==> config.mk <==
export PLATFORM = sky130hd
export DESIGN_NAME = uart_tx_fifo
export DESIGN_NICKNAME = d
export VERILOG_FILES = /design/src/rtl/uart_tx_fifo.sv
export SDC_FILE = /design/constraint.sdc
export NUM_CORES = 1
export LEC_CHECK = 0
export BUFFER_PORTS_ARGS = -buffer_cell sky130_fd_sc_hd__buf_2
export CAP_MARGIN = 20
export CORE_MARGIN = 2
export CORE_UTILIZATION = 50
export DETAILED_ROUTE_END_ITERATION = 8
export HOLD_SLACK_MARGIN = 0.08
export PLACE_DENSITY = 0.7
export SLEW_MARGIN = 25
export SYNTH_ARGS = -nofsm -noshare
export SYNTH_HDL_FRONTEND = slang
export SYNTH_SLANG_ARGS = --single-unit
==> constraint.sdc <==
create_clock -name clk -period 2.6 [get_ports clk]
set_input_delay 0.13 -clock clk [delete_from_list [all_inputs] [get_ports clk]]
set_output_delay 0.13 -clock clk [all_outputs]
set_load 0.01 [all_outputs]
==> src/rtl/uart_tx_fifo.sv <==
// UART transmitter with an input FIFO, so a producer can queue several words
// and get back-to-back frames. Word length, baud divisor, parity and stop bits are set at build time.
module uart_tx_fifo #(
    parameter int WORD_LENGHT  = 8,
    parameter int CLKS_PER_BIT = 4,
    parameter int PARITY_MODE  = 0,
    parameter int STOP_BITS    = 1,
    parameter int FIFO_DEPTH   = 4
) (
    input  logic                          clk,
    input  logic                          rst,
    input  logic [WORD_LENGHT-1:0]        Tx_in,
    input  logic                          send,
    output logic                          Tx_out,
    output logic                          Tx_ready,
    output logic                          Tx_busy,
    output logic [$clog2(FIFO_DEPTH):0]   fifo_count,
    output logic                          overflow
);

    localparam int AW        = $clog2(FIFO_DEPTH);
    localparam int STOP_CLKS = STOP_BITS * CLKS_PER_BIT;
    localparam int CW        = $clog2(STOP_CLKS + 1);
    localparam int BW        = $clog2(WORD_LENGHT);

    typedef enum logic [2:0] {
        IDLE,
        START,
        DATA,
        PARITY,
        STOP
    } state_t;

    logic [WORD_LENGHT-1:0] mem_q [FIFO_DEPTH];
    logic [AW-1:0]          wrPtr_q;
    logic [AW-1:0]          rdPtr_q;
    logic [AW:0]            count_q;
    logic [AW:0]            count_d;
    logic                   ready_q;
    logic                   overflow_q;

    state_t                 state_q;
    logic [CW-1:0]          baud_q;
    logic [BW-1:0]          bit_q;
    logic [WORD_LENGHT-1:0] shift_q;
    logic                   parity_q;
    logic                   txOut_q;
    logic                   busy_q;

    logic                   pushEn;
    logic                   popEn;
    logic                   lastStop;
    logic                   lastBaud;
    logic [WORD_LENGHT-1:0] headWord;

    assign pushEn   = send && ready_q;
    assign lastBaud = (baud_q == CW'(CLKS_PER_BIT - 1));
    assign lastStop = (state_q == STOP) && (baud_q == CW'(STOP_CLKS - 1));
    assign popEn    = (count_q != '0) && ((state_q == IDLE) || lastStop);
    assign headWord = mem_q[rdPtr_q];

    always_comb begin
        count_d = count_q + {{AW{1'b0}}, pushEn} - {{AW{1'b0}}, popEn};
    end

    // Storage has no reset: pointers and count are what define the contents.
    always_ff @(posedge clk) begin
        if (pushEn) begin
            mem_q[wrPtr_q] <= Tx_in;
        end
    end

    always_ff @(posedge clk) begin
        if (rst) begin
            wrPtr_q    <= '0;
            rdPtr_q    <= '0;
            count_q    <= '0;
            ready_q    <= 1'b1;
            overflow_q <= 1'b0;
        end else begin
            if (pushEn) begin
                wrPtr_q <= wrPtr_q + AW'(1);
            end
            if (popEn) begin
                rdPtr_q <= rdPtr_q + AW'(1);
            end
            count_q    <= count_d;
            ready_q    <= (count_d != (AW + 1)'(FIFO_DEPTH));
            overflow_q <= send && !ready_q;
        end
    end

    // Popping at the last stop cycle jumps straight to START, giving zero idle gap.
    always_ff @(posedge clk) begin
        if (rst) begin
            state_q  <= IDLE;
            baud_q   <= '0;
            bit_q    <= '0;
            shift_q  <= '0;
            parity_q <= 1'b0;
            txOut_q  <= 1'b1;
            busy_q   <= 1'b0;
        end else begin
            case (state_q)
                IDLE: begin
                    txOut_q <= 1'b1;
                    if (popEn) begin
                        shift_q  <= headWord;
                        parity_q <= (PARITY_MODE == 2) ? ~(^headWord) : ^headWord;
                        baud_q   <= '0;
                        txOut_q  <= 1'b0;
                        busy_q   <= 1'b1;
                        state_q  <= START;
                    end
                end
                START: begin
                    if (lastBaud) begin
                        baud_q  <= '0;
                        bit_q   <= '0;
                        txOut_q <= shift_q[0];
                        state_q <= DATA;
                    end else begin
                        baud_q <= baud_q + CW'(1);
                    end
                end
                DATA: begin
                    if (lastBaud) begin
                        baud_q <= '0;
                        if (bit_q == BW'(WORD_LENGHT - 1)) begin
                            if (PARITY_MODE != 0) begin
                                txOut_q <= parity_q;
                                state_q <= PARITY;
                            end else begin
                                txOut_q <= 1'b1;
                                state_q <= STOP;
                            end
                        end else begin
                            bit_q   <= bit_q + BW'(1);
                            shift_q <= shift_q >> 1;
                            txOut_q <= shift_q[1];
                        end
                    end else begin
                        baud_q <= baud_q + CW'(1);
                    end
                end
                PARITY: begin
                    if (lastBaud) begin
                        baud_q  <= '0;
                        txOut_q <= 1'b1;
                        state_q <= STOP;
                    end else begin
                        baud_q <= baud_q + CW'(1);
                    end
                end
                STOP: begin
                    if (lastStop) begin
                        baud_q <= '0;
                        if (popEn) begin
                            shift_q  <= headWord;
                            parity_q <= (PARITY_MODE == 2) ? ~(^headWord) : ^headWord;
                            txOut_q  <= 1'b0;
                            state_q  <= START;
                        end else begin
                            busy_q  <= 1'b0;
                            state_q <= IDLE;
                        end
                    end else begin
                        baud_q <= baud_q + CW'(1);
                    end
                end
                default: begin
                    txOut_q <= 1'b1;
                    busy_q  <= 1'b0;
                    state_q <= IDLE;
                end
            endcase
        end
    end

    assign Tx_out     = txOut_q;
    assign Tx_ready   = ready_q;
    assign Tx_busy    = busy_q;
    assign fifo_count = count_q;
    assign overflow   = overflow_q;

endmodule

==> metrics.md <==
| Metric | Value |
|---|---|
| Outcome | `finished, final reports clean` |
| Yosys top cell area share | `0.354` |
| Synthesized area per cell | `roughly 13 sq um` |
| Placer Congestion | `0.777` |
| Combinational Power Share | `0.297` |
| Row count | `26` |
| Worst Path Buf+Inv | `1` |
| TritonCTS Buffers | `9` |
| # DRC | `0` |
| Worst Path Max Fanout | `4` |
| Placed cell area | `between 0.002 and 0.003 sq mm` |
| Actual slew at the worst max-slew pin | `roughly 0.63 ns` |
| Seq pwr share | `0.432` |
| Synthesized area | `about 0.0027 sq mm` |
| Synth Instances | `210` |
| Count of state elements after synthesis | `a little over 60` |
| Hpwl dp | `~3 mm` |
| Worst skew pair latency | `0.33 ns` |
| RSZ-0062 raised after global routing | `false` |
| Post-Syn Nets | `approximately 230` |
| Clock Power Share | `0.271` |
| # nets final | `260` |
| Most frequent cells in the layout | `32 x edfxtp_1, 30 x dfxtp_1, 17 x nor2_1, 17 x buf_2, 16 x a21oi_1` |
| Final hold vios | `0` |
| Final ANT Viol Nets | `0` |
| Hold Path Class | `in -> reg` |
| Max cap viols | `0` |
| Top Ports | `18` |
| Largest net degree at the start of global routing | `30` |
| Port Buffer Count | `17` |
| Routed length per placed instance | `15.2 um` |
| Peak Freq | `~0.42 GHz` |
| Final instance area | `~0.0031 sq mm` |
| Max-slew headroom | `0.580` |
| Yosys cell types | `40` |
| Final Max Tran Viols | `0` |
| Antenna diodes | `0` |
| Final setup viols | `0` |
| R2R setup slack | `approximately 0.21 ns` |
| P&R area growth vs syn | `15.9%` |
| H-tree depth | `3` |
| Clk_skew | `between 0.007 and 0.008 ns` |
| R2R cell count | `11` |
| First-pass detailed-route iteration total | `4` |
| Main synth FF type | `edfxtp_1` |
| P_leak | `between 1 and 1.5 nW` |
| Max incr delay on CP | `0.38 ns` |
| Utilization after layout | `0.608` |
| CP max-delay cell | `a2111oi_4` |
| GRT Total Usage | `0.174` |
| Kind of critical path | `reg -> reg` |
| Clk root buf | `clkbuf_8` |
| Net Switching | `0.00102 W` |
| Initial Utilization | `0.525` |
| Pwr dens | `just over 1000 mW/mm^2` |
| Most common cell after layout, fill and taps aside | `edfxtp_1` |
| DP Worst Slack | `roughly 0.23 ns` |
| Setup TNS | `0 ns` |
| Vias in the first global route | `about 1700` |
| Pint | `around 0.0022 W` |
| Worst Path Required | `approximately 2.8 ns` |
| Critical Path Stages | `11` |
| Clk buf depth | `2` |
| CP most frequent cell | `ha_1` |
| Crit path DAT | `~2.6 ns` |
| Final setup margin | `between 0.2 and 0.25 ns` |
| Top delay family on crit path | `adder cells` |
| CTS clk-pin slew, worst paths | `about 0.08 ns` |
| Peak VDD IR | `a little over 0.6 mV` |
| Initial antenna violation count | `0` |
| Area contributors post-synth | `edfxtp_1 35%, dfxtp_1 22%, mux4_2 6.6%` |
| First-pass GRT wire length | `7.96 mm` |
| CP Capture Type | `register` |
| Die X | `77.7 um` |
| Number of fill cells in the layout | `between 400 and 500` |
| CP Launch Type | `register` |
| Net Sw Frac | `0.319` |
| Iter 0 DRT Violations | `110` |
| WHS Path Cells | `2` |
| Vias | `about 1700` |
| Cells along the critical path | `ha_1 -> nand2b_1 -> a2111oi_4 -> ha_1 -> inv_1 -> ha_1 -> fa_1 -> xnor2_1 -> xnor2_1 -> nor2_1 -> nand2_1` |
| Die height | `between 70 and 80 um` |
| Gr ovfl total | `0` |
| Async set-reset flop share out of synthesis | `0` |
| Synth area leader | `edfxtp_1` |
| Die ar. | `0.00604 sq mm` |
| Layout cells sized above 1 | `0.266` |
| Sink Count | `just over 60` |
| Post-CTS sizing | `0` |
| Total Routed Length | `4.76 mm` |
| Post-synth EDFFs | `32` |
| Vias per inst | `approximately 5.4` |
| Core area | `slightly above 0.005 sq mm` |
| Period minus WS final | `approximately 2.4 ns` |
| Synth Warn # | `0` |
| Post-synthesis sequential area ratio | `0.575` |
| TritonCTS clock tree | `done` |
| Final period util | `0.919` |
## per-stage QoR
stage / hold WS (ns) / power, W / std cells
after floorplan: 0.229 / 0.00214 / 210
after global placement: 0.346 / 0.00232 / 290
after detailed placement: 0.345 / 0.00233 / 290
after CTS: 0.0980 / 0.00321 / 314
after global routing: 0.107 / 0.00339 / 314
final: 0.105 / 0.00318 / 314
## logic make-up after synthesis
logic type / count (synthesis) / share of synthesized area
simple gates: 49 / 0.0935
buf+inv: 26 / 0.0447
flops: 62 / 0.575
mux: 18 / 0.106
xor+xnor: 4 / 0.0129
fa+ha+maj: 10 / 0.0488
compound gates: 41 / 0.118
## metal layers
| metal | vias up | wire, um | global-route usage | part of all wire |
|---|---|---|---|---|
| li1 | 830 | - | - | - |
| met1 | 830 | 2180 | 0.226 | 0.46 |
| met2 | 28 | 2380 | 0.276 | 0.50 |
| met3 | 7 | 143 | 0.0488 | 0.030 |
| met4 | 0 | 62 | 0.0696 | 0.013 |
| met5 | - | 0 | 0 | 0 |
## cell usage after synthesis (2+ instances only)
| master | instances |
|---|---|
| a211oi_2 | 7 |
| clkbuf_1 | 8 |
| buf_6 | 3 |
| nand2b_1 | 2 |
| nor2_1 | 17 |
| nor3b_1 | 2 |
| nand3b_1 | 2 |
| mux2i_1 | 3 |
| a21oi_1 | 16 |
| a22oi_1 | 3 |
| nor3_1 | 3 |
| ha_1 | 9 |
| mux4_2 | 8 |
| nand3_1 | 3 |
| nor2b_1 | 4 |
| and3_1 | 5 |
| mux2_2 | 7 |
| or3_1 | 2 |
| dfxtp_1 | 30 |
| xnor2_1 | 4 |
| edfxtp_1 | 32 |
| nand2_1 | 6 |
| inv_1 | 13 |
| o21ai_0 | 5 |
## final cells by class
type,instances,area (sq um),share of cell area
clock buffers,9,124,0.0394
clock inverters,7,81.3,0.0259
inverters,13,48.8,0.0155
multi-input cells,122,1030,0.328
flip-flops and latches,62,1560,0.496
well taps,70,87.6,0.0278
repair buffers,31,210,0.0668
## state kept, by name, summed over array words and instances, names as in the netlist, named ones only
| name | cells |
|---|---|
| Tx_busy | 1 |
| Tx_out | 1 |
| Tx_ready | 1 |
| baud_q | 3 |
| bit_q | 3 |
| fifo_count | 3 |
| mem_q | 32 |
| overflow | 1 |
| rdPtr_q | 2 |
| shift_q | 8 |
| state_q | 3 |
| wrPtr_q | 2 |
## final timing paths
kind                                         startpoint                      end
worst max-delay path             baud_q[0]$_SDFFE_PP0P_      Tx_ready$_SDFF_PP1_
worst min-delay path                               send      overflow$_SDFF_PP0_
worst max register to register   baud_q[0]$_SDFFE_PP0P_      Tx_ready$_SDFF_PP1_
worst min register to register  shift_q[6]$_SDFFE_PP0P_  shift_q[6]$_SDFFE_PP0P_
## repair_timing
item / in CTS / in global routing
buffers inserted: 0 / 0
hold buffers: 8 / 0
endpoints found under the hold margin: 32 / 0
setup endpoints to repair: 0 / 0
## power by group through the flow
stage                     sequential (W)  clock (W)  combinational [W]
after floorplan                  0.00134          0           0.000798
after global placement           0.00139          0           0.000923
after detailed placement         0.00140          0           0.000932
after CTS                        0.00138   0.000882           0.000949
after global routing             0.00141   0.000924            0.00106
final                            0.00138   0.000862           0.000945
Note: power is estimated with default switching activity, not from simulation.
